## src/rtl/display_pkg.sv

```systemverilog
// Shared definitions for the serial seven-segment display driver:
// scan FSM states, lit-high glyph codes and the shift word width.
package display_pkg;

  // Scan state machine states
  typedef enum logic [1:0] {
    IDLE  = 2'd0,
    LOAD  = 2'd1,
    SHIFT = 2'd2,
    LATCH = 2'd3
  } state_e;

  // Width of one shifted word: segment byte followed by digit-select byte
  localparam int WORD_W = 16;

  // Lit-high glyphs, bit order {dp,g,f,e,d,c,b,a}
  localparam logic [7:0] SEG_0     = 8'h3F;
  localparam logic [7:0] SEG_1     = 8'h06;
  localparam logic [7:0] SEG_2     = 8'h5B;
  localparam logic [7:0] SEG_3     = 8'h4F;
  localparam logic [7:0] SEG_4     = 8'h66;
  localparam logic [7:0] SEG_5     = 8'h6D;
  localparam logic [7:0] SEG_6     = 8'h7D;
  localparam logic [7:0] SEG_7     = 8'h07;
  localparam logic [7:0] SEG_8     = 8'h7F;
  localparam logic [7:0] SEG_9     = 8'h6F;
  localparam logic [7:0] SEG_MINUS = 8'h40;
  localparam logic [7:0] SEG_BLANK = 8'h00;

  // One-hot digit-select byte for a digit index (always active-high)
  function automatic logic [7:0] digit_select(input logic [2:0] idx);
    return 8'b0000_0001 << idx;
  endfunction

endpackage

```

## src/rtl/seg_decoder.sv

```systemverilog
// Combinational 4-bit code + decimal point to lit-high segment byte.
// Codes 0-9 are digits, 0xA is a minus sign, 0xB-0xF are blank.
module seg_decoder
  import display_pkg::*;
(
  input  logic [3:0] code,
  input  logic       dp,
  output logic [7:0] seg
);

  logic [7:0] glyph;

  // Look up the glyph and OR in the decimal point
  always_comb begin
    glyph = SEG_BLANK;
    case (code)
      4'h0:    glyph = SEG_0;
      4'h1:    glyph = SEG_1;
      4'h2:    glyph = SEG_2;
      4'h3:    glyph = SEG_3;
      4'h4:    glyph = SEG_4;
      4'h5:    glyph = SEG_5;
      4'h6:    glyph = SEG_6;
      4'h7:    glyph = SEG_7;
      4'h8:    glyph = SEG_8;
      4'h9:    glyph = SEG_9;
      4'hA:    glyph = SEG_MINUS;
      default: glyph = SEG_BLANK;
    endcase
    seg = glyph | {dp, 7'b000_0000};
  end

endmodule

```

## src/rtl/shift_display_driver.sv

```systemverilog
// Multiplexed seven-segment driver feeding a chain of two 595-style shift
// registers. Each digit sends a 16-bit word {segments, digit-select} MSB
// first on sclk/dio, then pulses rlck. Inputs are snapshotted once per frame.
// Optional feature macro: LEADING_ZERO_BLANK_EN (blank leading zero digits).
module shift_display_driver
  import display_pkg::*;
#(
  parameter int DIGITS         = 4,
  parameter int CLK_DIV        = 4,
  parameter int SEG_ACTIVE_LOW = 1
) (
  input  logic                  clk,
  input  logic                  clear_n,
  input  logic                  enable,
  input  logic [4*DIGITS-1:0]   bcd,
  input  logic [DIGITS-1:0]     dp,
  output logic                  sclk,
  output logic                  rlck,
  output logic                  dio,
  output logic                  frame_done
);

  localparam int               DIV_W    = (CLK_DIV > 1) ? $clog2(CLK_DIV) : 1;
  localparam logic [DIV_W-1:0] DIV_LAST = DIV_W'(CLK_DIV - 1);
  localparam logic [2:0]       IDX_LAST = 3'(DIGITS - 1);
  localparam logic [3:0]       BIT_LAST = 4'(WORD_W - 1);

  // Control state
  state_e           state_q, state_d;
  logic [2:0]       idx_q, idx_d;
  logic [DIV_W-1:0] div_q, div_d;
  logic             phase_q, phase_d;
  logic [3:0]       bit_q, bit_d;

  // Registered pin drivers
  logic sclk_q, sclk_d;
  logic rlck_q, rlck_d;
  logic dio_q, dio_d;
  logic fd_q, fd_d;

  // Datapath: frame snapshot and outgoing shift word
  logic [4*DIGITS-1:0] bcd_sh_q, bcd_sh_d;
  logic [DIGITS-1:0]   dp_sh_q, dp_sh_d;
  logic [WORD_W-1:0]   word_q, word_d;

  logic                snap_en;
  logic                half_end;
  logic [4*DIGITS-1:0] src_bcd;
  logic [DIGITS-1:0]   src_dp;
  logic [3:0]          cur_code;
  logic                cur_dp;
  logic                blank;
  logic [7:0]          seg_lit;
  logic [7:0]          seg_pol;
  logic [WORD_W-1:0]   word_load;

  // Last cycle of the current sclk / rlck half-period
  assign half_end = (div_q == DIV_LAST);

  // Digit 0 reads the live inputs (the snapshot is taken in that same LOAD);
  // later digits of the frame read the snapshot
  always_comb begin
    src_bcd  = (idx_q == 3'd0) ? bcd : bcd_sh_q;
    src_dp   = (idx_q == 3'd0) ? dp  : dp_sh_q;
    cur_code = 4'd0;
    cur_dp   = 1'b0;
    for (int i = 0; i < DIGITS; i++) begin
      if (idx_q == 3'(i)) begin
        cur_code = src_bcd[4*i +: 4];
        cur_dp   = src_dp[i];
      end
    end
  end

`ifdef LEADING_ZERO_BLANK_EN
  // Walk from the top digit down; a digit is blank while every digit above
  // and including it is zero with no dp. Digit 0 always shows.
  always_comb begin
    logic lead_zero;
    lead_zero = 1'b1;
    blank     = 1'b0;
    for (int i = DIGITS - 1; i >= 0; i--) begin
      if ((src_bcd[4*i +: 4] != 4'd0) || src_dp[i]) lead_zero = 1'b0;
      if ((idx_q == 3'(i)) && (i != 0)) blank = lead_zero;
    end
  end
`else
  assign blank = 1'b0;
`endif

  seg_decoder u_seg_decoder (
    .code (cur_code),
    .dp   (cur_dp),
    .seg  (seg_lit)
  );

  // Apply blanking and the module's segment polarity, then form the word
  always_comb begin
    seg_pol = blank ? SEG_BLANK : seg_lit;
    if (SEG_ACTIVE_LOW != 0) seg_pol = ~seg_pol;
    word_load = {seg_pol, digit_select(idx_q)};
  end

  // Next-state and counter logic for the scan FSM
  always_comb begin
    state_d = state_q;
    idx_d   = idx_q;
    div_d   = div_q;
    phase_d = phase_q;
    bit_d   = bit_q;
    snap_en = 1'b0;
    word_d  = word_q;
    case (state_q)
      IDLE: begin
        idx_d   = 3'd0;
        div_d   = '0;
        phase_d = 1'b0;
        bit_d   = 4'd0;
        if (enable) state_d = LOAD;
      end
      LOAD: begin
        snap_en = (idx_q == 3'd0);
        word_d  = word_load;
        div_d   = '0;
        phase_d = 1'b0;
        bit_d   = 4'd0;
        state_d = SHIFT;
      end
      SHIFT: begin
        if (half_end) begin
          div_d   = '0;
          phase_d = ~phase_q;
          if (phase_q) begin
            if (bit_q == BIT_LAST) begin
              state_d = LATCH;
            end else begin
              bit_d  = bit_q + 4'd1;
              word_d = {word_q[WORD_W-2:0], 1'b0};
            end
          end
        end else begin
          div_d = div_q + DIV_W'(1);
        end
      end
      LATCH: begin
        if (half_end) begin
          div_d   = '0;
          phase_d = ~phase_q;
          if (phase_q) begin
            if (!enable) begin
              idx_d   = 3'd0;
              state_d = IDLE;
            end else if (idx_q == IDX_LAST) begin
              idx_d   = 3'd0;
              state_d = LOAD;
            end else begin
              idx_d   = idx_q + 3'd1;
              state_d = LOAD;
            end
          end
        end else begin
          div_d = div_q + DIV_W'(1);
        end
      end
      default: state_d = IDLE;
    endcase
  end

  // Pin values per state: sclk low-then-high per bit with dio held for the
  // whole bit, rlck high-then-low during LATCH, frame_done on the final exit
  always_comb begin
    sclk_d = 1'b0;
    rlck_d = 1'b0;
    dio_d  = 1'b0;
    fd_d   = 1'b0;
    case (state_q)
      SHIFT: begin
        sclk_d = phase_q;
        dio_d  = word_q[WORD_W-1];
      end
      LATCH: begin
        rlck_d = ~phase_q;
        fd_d   = half_end & phase_q & enable & (idx_q == IDX_LAST);
      end
      default: ;
    endcase
  end

  // Snapshot mux for the frame shadow registers
  always_comb begin
    bcd_sh_d = snap_en ? bcd : bcd_sh_q;
    dp_sh_d  = snap_en ? dp  : dp_sh_q;
  end

  // Control and pin registers; clear_n returns everything to idle at once
  always_ff @(posedge clk or negedge clear_n) begin
    if (!clear_n) begin
      state_q <= IDLE;
      idx_q   <= 3'd0;
      div_q   <= '0;
      phase_q <= 1'b0;
      bit_q   <= 4'd0;
      sclk_q  <= 1'b0;
      rlck_q  <= 1'b0;
      dio_q   <= 1'b0;
      fd_q    <= 1'b0;
    end else begin
      state_q <= state_d;
      idx_q   <= idx_d;
      div_q   <= div_d;
      phase_q <= phase_d;
      bit_q   <= bit_d;
      sclk_q  <= sclk_d;
      rlck_q  <= rlck_d;
      dio_q   <= dio_d;
      fd_q    <= fd_d;
    end
  end

  // Data registers need no reset: each is written in LOAD before it is read
  always_ff @(posedge clk) begin
    bcd_sh_q <= bcd_sh_d;
    dp_sh_q  <= dp_sh_d;
    word_q   <= word_d;
  end

  assign sclk       = sclk_q;
  assign rlck       = rlck_q;
  assign dio        = dio_q;
  assign frame_done = fd_q;

endmodule

```

## config.mk

```make
export PLATFORM = sky130hd
export DESIGN_NAME = shift_display_driver
export DESIGN_NICKNAME = d
export VERILOG_FILES = /design/src/rtl/display_pkg.sv /design/src/rtl/seg_decoder.sv /design/src/rtl/shift_display_driver.sv
export SDC_FILE = /design/constraint.sdc
export NUM_CORES = 1
export LEC_CHECK = 0
export BUFFER_PORTS_ARGS = -buffer_cell sky130_fd_sc_hd__buf_4
export CORE_MARGIN = 5
export CORE_UTILIZATION = 48
export DETAILED_ROUTE_END_ITERATION = 10
export PLACE_DENSITY = 0.76
export SETUP_SLACK_MARGIN = 0.02
export SYNTH_ARGS = -nofsm -noshare
export SYNTH_HDL_FRONTEND = slang
export SYNTH_SLANG_ARGS = --single-unit
```

## constraint.sdc

```tcl
create_clock -name clk -period 3.8 [get_ports clk]
set_clock_uncertainty 0.2 [all_clocks]
set_input_delay 0.19 -clock clk [delete_from_list [all_inputs] [get_ports clk]]
set_output_delay 0.19 -clock clk [all_outputs]
set_load 0.005 [all_outputs]
```

==> results.md, run 1 <==
* Synthesis-to-finish area growth at 20.39%
* Top-count cell post-synth: edfxtp_1
* R2r setup slk at 650 ps
* Yosys reg bits at 47
* Post-CTS Setup Bufs at 0
* Worst-skew pair later-pin latency at 300 ps
* Yosys top cell by area: edfxtp_1
* Critical Path RT at 3630 ps
* Num ports at 27
* CP Launch Type: register
* Number of global-route vias before repair at 1889
* Clk slew on worst S/H paths at 90 ps
* Mapped Cells at 220
* Placed cell area at 2789 µm²
* Primary FF master, synth: edfxtp_1
* RSZ-0062 raised after global routing: false
* Iteration-0 DRC Markers at 119
* Max Buffers Root-to-Sink at 2
* Switching Share at 20.60%
* Max-Cap Viols at 0
* Top cells by area, synth: edfxtp_1 37%, dfrtp_1 16%, ha_1 7.9%
* Critical-path cell list: inv_1 -> ha_1 -> mux2_2 -> o21ai_0 -> o22ai_2 -> inv_2 -> ha_1 -> or2_2 -> o32ai_1 -> a31oi_1
* Layout net count at 303
* Final Cycle Share at 82.89%
* Drt pass-1 iters at 4
* Most frequent cells after synthesis: 31 x edfxtp_1, 17 x nand2_1, 17 x o21ai_0
* R2R cell count at 10
* Peak supply drop at 0.1841 mV
* Clk root buf: clkbuf_8
* Die width at 82.58 µm
* Initial Util at 49.51%
* Synth warnings at 0
* CTS tree: yes
* Die Height at 82.58 µm
* Die ar. at 6819 µm²
* Via Count at 1807
* Setup violations, final at 0
* Critical Path Fanout Max at 14
* Clock share of power at 33.8%
* Clk sink count at 47
* First-pass GRT wire length at 8825 µm
* Row count at 26
* Sequential fraction of the synthesis area at 52.65%
* WP data arrival at 2980 ps
* P_int at 0.6981 mW
* Avg WL per Cell at 15.38 µm
* Core area at 5107 µm²
* Design area at 3044 µm²
* F_max at 317.5 MHz
* Kind of critical path: register to register
* Slew @ Worst Pin at 624.7 ps
* Crit-path max cell delay at 570 ps
* # DRC at 0
* Final WL at 5151 µm
* Tmin final at 3150 ps
* H-tree depth at 2
* Via/cell ratio at 5.394
* Area share of the largest cell type after synthesis at 36.81%
* Placer congestion estimate at 0.8884
* DP Wirelength at 3533 µm
* Diode count at 0
* Ys async rst share at 34.04%
* Library cells used by synthesis at 53
* Final ANT Viol Nets at 0
* Post-synth EDFFs at 31
* Pin count of the biggest net entering global routing at 24
* Setup TNS Final at 0 ps
* Syn Nets at 259
* GRT overflow at 0
* GR Util All Layers at 17.08%
* Slowest cell on the critical path: ha_1
* Synth Area per Inst at 11.49 µm²
* Layout cells sized above 1 at 19.25%
* Status: completed
* P_leak at 1.227 nW
* Rel. slew slack at 58.35%
* Port bufs at 26
* Switch Pwr at 0.1811 mW
* Num CTS Buffers at 5
* Pwr dens at 288.8 nW/µm²
* Most used cell, CP: ha_1
* RR Startpoint: idx_q[0]
* Worst Hold Class: primary input to async pin
* Hold Slack at 81.82 ps
* Mapped Area at 2529 µm²
* R2R Path End: word_q[8]
* Fin. max-slew vios at 0
* Seq pwr share at 61.7%
* CP endpoint kind: register
* Initial antenna violation count at 0
* Final Hold Vio Count at 0
* Combinational share of power at 4.5%
* Core Util, Final at 59.60%
## kinds of logic (layout without fill, tap and decap cells)
logic type | count (synthesis) | count (layout) | synth area share, %
AND/OR/NAND/NOR | 54 | 54 | 10.19
buffers and inverters | 24 | 69 | 4.304
flip-flops | 47 | 47 | 52.65
XOR/XNOR | 2 | 2 | 0.6929
adder cells (fa/ha/maj) | 16 | 16 | 7.917
AO/OA/AOI/OAI | 59 | 59 | 16.87
multiplexers | 18 | 18 | 7.372
## how the worst max path moves through the flow
stage,start,end,slack [ps],cells after the start
final,idx_q[0],word_q[8],650,10
after global routing,idx_q[0],word_q[8],360,10
after global placement,idx_q[0],word_q[13],760,9
after floorplan,idx_q[0],word_q[11],950,13
after detailed placement,idx_q[0],word_q[8],650,10
after CTS,idx_q[0],word_q[8],650,10
## cells in the final DEF (no fill, tap or decap), types with 2 or more instances in the layout
| master | synthesis | final |
|---|---|---|
| mux2i_1 | 13 | 13 |
| a31oi_1 | 3 | 3 |
| dlygate4sd3_1 | 0 | 17 |
| nand3_1 | 5 | 5 |
| and2_1 | 2 | 2 |
| nor2b_1 | 4 | 4 |
| o21bai_1 | 2 | 2 |
| o211ai_1 | 3 | 3 |
| nand2_1 | 17 | 17 |
| ha_1 | 16 | 16 |
| inv_1 | 12 | 12 |
| buf_4 | 2 | 31 |
| a211o_1 | 2 | 2 |
| nor2_1 | 14 | 14 |
| o21ai_1 | 1 | 2 |
| xnor2_1 | 2 | 2 |
| edfxtp_1 | 31 | 31 |
| nand2b_1 | 4 | 4 |
| a21oi_1 | 7 | 7 |
| nand4_1 | 4 | 4 |
| o31ai_1 | 2 | 2 |
| o21ai_0 | 17 | 16 |
| dfrtp_1 | 16 | 16 |
| mux2_2 | 5 | 5 |
| o211a_1 | 2 | 2 |
| clkbuf_8 | 0 | 5 |
## metal layers
| layer | vias up | global-route usage, % | share of wire, % |
|---|---|---|---|
| met4 | 0 | 5.392 | 0.91 |
| met3 | 4 | 3.362 | 3.2 |
| met2 | 29 | 28.13 | 49 |
| met1 | 879 | 22.69 | 47 |
| met5 | - | 0 | 0 |
| li1 | 895 | - | - |
## critical path, delay by kind of cell, from the launching register on
| family | cells | cell delay [ps] |
|---|---|---|
| buffers and inverters | 2 | 220 |
| muxes | 1 | 270 |
| AOI/OAI and AO/OA | 4 | 740 |
| and+or+nand+nor | 1 | 270 |
| DFF | 1 | 420 |
| adders and majority gates | 2 | 780 |
## power by group through the flow
| stage | Clock, mW | Combinational, mW | Sequential (mW) |
|---|---|---|---|
| floorplan | 0 | 0.00136 | 0.554 |
| global placement | 0 | 0.0252 | 0.554 |
| detailed placement | 0 | 0.0253 | 0.554 |
| CTS | 0.306 | 0.0393 | 0.543 |
| global route | 0.328 | 0.0429 | 0.543 |
| finish | 0.297 | 0.0394 | 0.543 |
## registers in the layout, summed over array words and instances (netlist names)
register / count
word_q: 16
bcd_sh_q: 12
bit_q: 4
dp_sh_q: 3
idx_q: 3
div_q: 2
state_q: 2
dio: 1
frame_done: 1
phase_q: 1
rlck: 1
sclk: 1
## stage by stage
| step | total power, mW | setup WS [ps] | cells |
|---|---|---|---|
| 2_1_floorplan | 0.5553 | 945.6 | 220 |
| 3_3_place_gp | 0.5790 | 763.1 | 310 |
| 3_5_place_dp | 0.5791 | 649.9 | 310 |
| 4_1_cts | 0.8876 | 649.1 | 335 |
| 5_1_grt | 0.9138 | 356.1 | 335 |
| 6_report | 0.8792 | 650.2 | 335 |
## final cells by class
type,count,area [µm²]
Clock inverter,2,12.51
Clock buffer,6,72.57
Tap cell,70,87.58
Sequential cell,47,1331
Multi-Input combinational cell,149,1089
Timing Repair Buffer,48,402.9
Inverter,13,48.80
Fill cell,430,2063
## what timing repair did
item,in CTS,in global routing
hold buffers,17,0
hold endpoints to repair,33,0
setup endpoints to repair,0,0
gates resized for setup,0,0
Power figures use the tool's default switching activity.
==> run 2: changes to the inputs <==
==> constraint.sdc (replaced) <==
create_clock -name clk -period 3.2 [get_ports clk]
set_clock_uncertainty 0.2 [all_clocks]
set_input_delay 0.16 -clock clk [delete_from_list [all_inputs] [get_ports clk]]
set_output_delay 0.16 -clock clk [all_outputs]
set_load 0.005 [all_outputs]
==> results.md, run 2 (synthesized netlist as in run 1, its figures left out) <==
* DP Wirelength at 3529 µm (-0.10%)
* Most frequent cells in the layout: 33 x buf_4, 31 x edfxtp_1, 17 x nand2_1, 17 x dlygate4sd3_1
* Sequential cell area at 1331 µm² (unchanged)
* Final Hold Vio Count at 0 (unchanged)
* R2R Path End: word_q[13]
* RR Startpoint: idx_q[0]
* Pin count of the biggest net entering global routing at 23 (-4.2%)
* Pwr dens at 349.8 nW/µm² (+21%)
* Setup violations, final at 0 (unchanged)
* Initial antenna violation count at 0 (unchanged)
* Slew @ Worst Pin at 479.1 ps (-145.6 ps)
* Multi-input logic area at 1089 µm² (unchanged)
* GRT overflow at 0 (unchanged)
* First-pass GRT wire length at 8514 µm (-3.5%)
* Rel. slew slack at 68.03% (+9.7 points)
* Status: completed
* R2R cell count at 9 (-1)
* R2r setup slk at 280 ps (-370 ps)
* Max-Cap Viols at 0 (unchanged)
* Layout cells sized above 1 at 19.85% (+0.60 points)
* Initial Util at 49.51% (unchanged)
* CP startpoint: idx_q[0]
* CTS tree: yes
* Die width at 82.58 µm (unchanged)
* Largest reg by FF count: word_q
* Critical Path Fanout Max at 10 (-4)
* Iteration-0 DRC Markers at 118 (-0.84%)
* Drt pass-1 iters at 4 (unchanged)
* Kind of critical path: register to register
* Port bufs at 26 (unchanged)
* H-tree depth at 2 (unchanged)
* Num CTS Buffers at 5 (unchanged)
* P_leak at 1.247 nW (+1.6%)
* Core Util, Final at 60.19% (+0.59 points)
* GR Util All Layers at 16.50% (-0.59 points)
* Final cell count without fillers at 337 (+0.60%)
* Clk slew on worst S/H paths at 80 ps (about the same)
* Final WL at 4934 µm (-4.2%)
* Tmin final at 2920 ps (-229.9 ps)
* Synthesis-to-finish area growth at 21.57%
* Row count at 26 (unchanged)
* Peak supply drop at 0.2999 mV (+63%)
* Fill count at 436 (+1.4%)
* RSZ-0062 raised after global routing: false
* Via/cell ratio at 5.332 (-1.1%)
* Number of global-route vias before repair at 1783 (-5.6%)
* WP data arrival at 2770 ps (-210 ps)
* Layout net count at 305 (+0.66%)
* Via Count at 1797 (-0.55%)
* Diode count at 0 (unchanged)
* Clk root buf: clkbuf_8
* DP Cell Count at 312 (+0.65%)
* Largest regs: word_q: 16 flops, bcd_sh_q: 12 flops, bit_q: 4 flops
* Worst Hold Class: primary input to async pin
* Fin. max-slew vios at 0 (unchanged)
* Most common cell after layout, fill and taps aside: buf_4
* Worst-skew pair later-pin latency at 290 ps (about the same)
* # DRC at 0 (unchanged)
* Core area at 5107 µm² (unchanged)
* Num ports at 27 (unchanged)
* Hold Slack at 49.99 ps (-31.83 ps)
* Avg WL per Cell at 14.64 µm (-4.8%)
* F_max at 342.5 MHz (+7.9%)
* Max Buffers Root-to-Sink at 2 (unchanged)
* Max reg flops at 16 (unchanged)
* CP Launch Type: register
* CP endpoint kind: register
* Final Cycle Share at 91.25% (+8.4 points)
* Clk sink count at 47 (unchanged)
* Placer congestion estimate at 0.8852 (-0.36%)
* Setup TNS Final at 0 ps (unchanged)
* CP endpoint: word_q[13]
* Final ANT Viol Nets at 0 (unchanged)
* Post-CTS Setup Bufs at 0 (unchanged)
* Die ar. at 6819 µm² (unchanged)
* Critical Path RT at 3050 ps (-580 ps)
* Die Height at 82.58 µm (unchanged)
==> run 2: worst min-delay path by stage <==
stage	end	slack, ps	startpoint
finish	bit_q[2]	50	clear_n
global route	bit_q[2]	70	clear_n
CTS	state_q[1]	50	clear_n
detailed placement	state_q[1]	-160	clear_n
global placement	div_q[1]	-170	clear_n
floorplan	bit_q[0]	-340	clear_n
==> run 2: critical path, stage by stage (launching register included) <==
cell      delay (ps)
dfrtp_1          420
inv_1            120
ha_1             390
buf_4            270
mux2i_1          230
a21oi_1          110
o211ai_1         330
ha_1             250
mux2i_1           80
o311a_1          280
==> run 2: final cells by class <==
| cell class | instances | area share, % |
|---|---|---|
| Clock buffer | 8 | 3.256 |
| Inverter | 13 | 1.587 |
| Multi-Input combinational cell | 149 | 35.41 |
| Sequential cell | 47 | 43.30 |
| Tap cell | 70 | 2.849 |
| Timing Repair Buffer | 50 | 13.59 |
==> run 2: through the flow <==
step / instance area [µm²] / total power [mW] / setup WS, ps
6_report: 3074 / 1.075 / 280.1
5_1_grt: 3074 / 1.117 / 26.61
4_1_cts: 3074 / 1.090 / 298.7
3_3_place_gp: 2804 / 0.6874 / 393.4
2_1_floorplan: 2529 / 0.6594 / 345.6
3_5_place_dp: 2804 / 0.6880 / 319.0
==> run 2: power by group <==
group          switching (mW)  total (mW)  leakage, nW  internal [mW]
Combinational          0.0148      0.0465        0.716         0.0317
Clock                   0.187       0.385       0.0515          0.197
Sequential                  0       0.644        0.479          0.644
==> run 2: repair_timing <==
action	in CTS	in global routing
hold buffers	17	0
hold endpoints to repair	34	0
resized for setup	0	0
==> run 2: layer usage <==
layer / GRT usage (%) / vias to the layer above / wire (µm) / share of wire [%]
met4: 4.902 / 0 / 26 / 0.53
li1: - / 907 / - / -
met2: 26.52 / 39 / 2351 / 48
met1: 22.95 / 847 / 2328 / 47
met3: 2.711 / 4 / 228 / 4.6
met5: 0 / - / 0 / 0
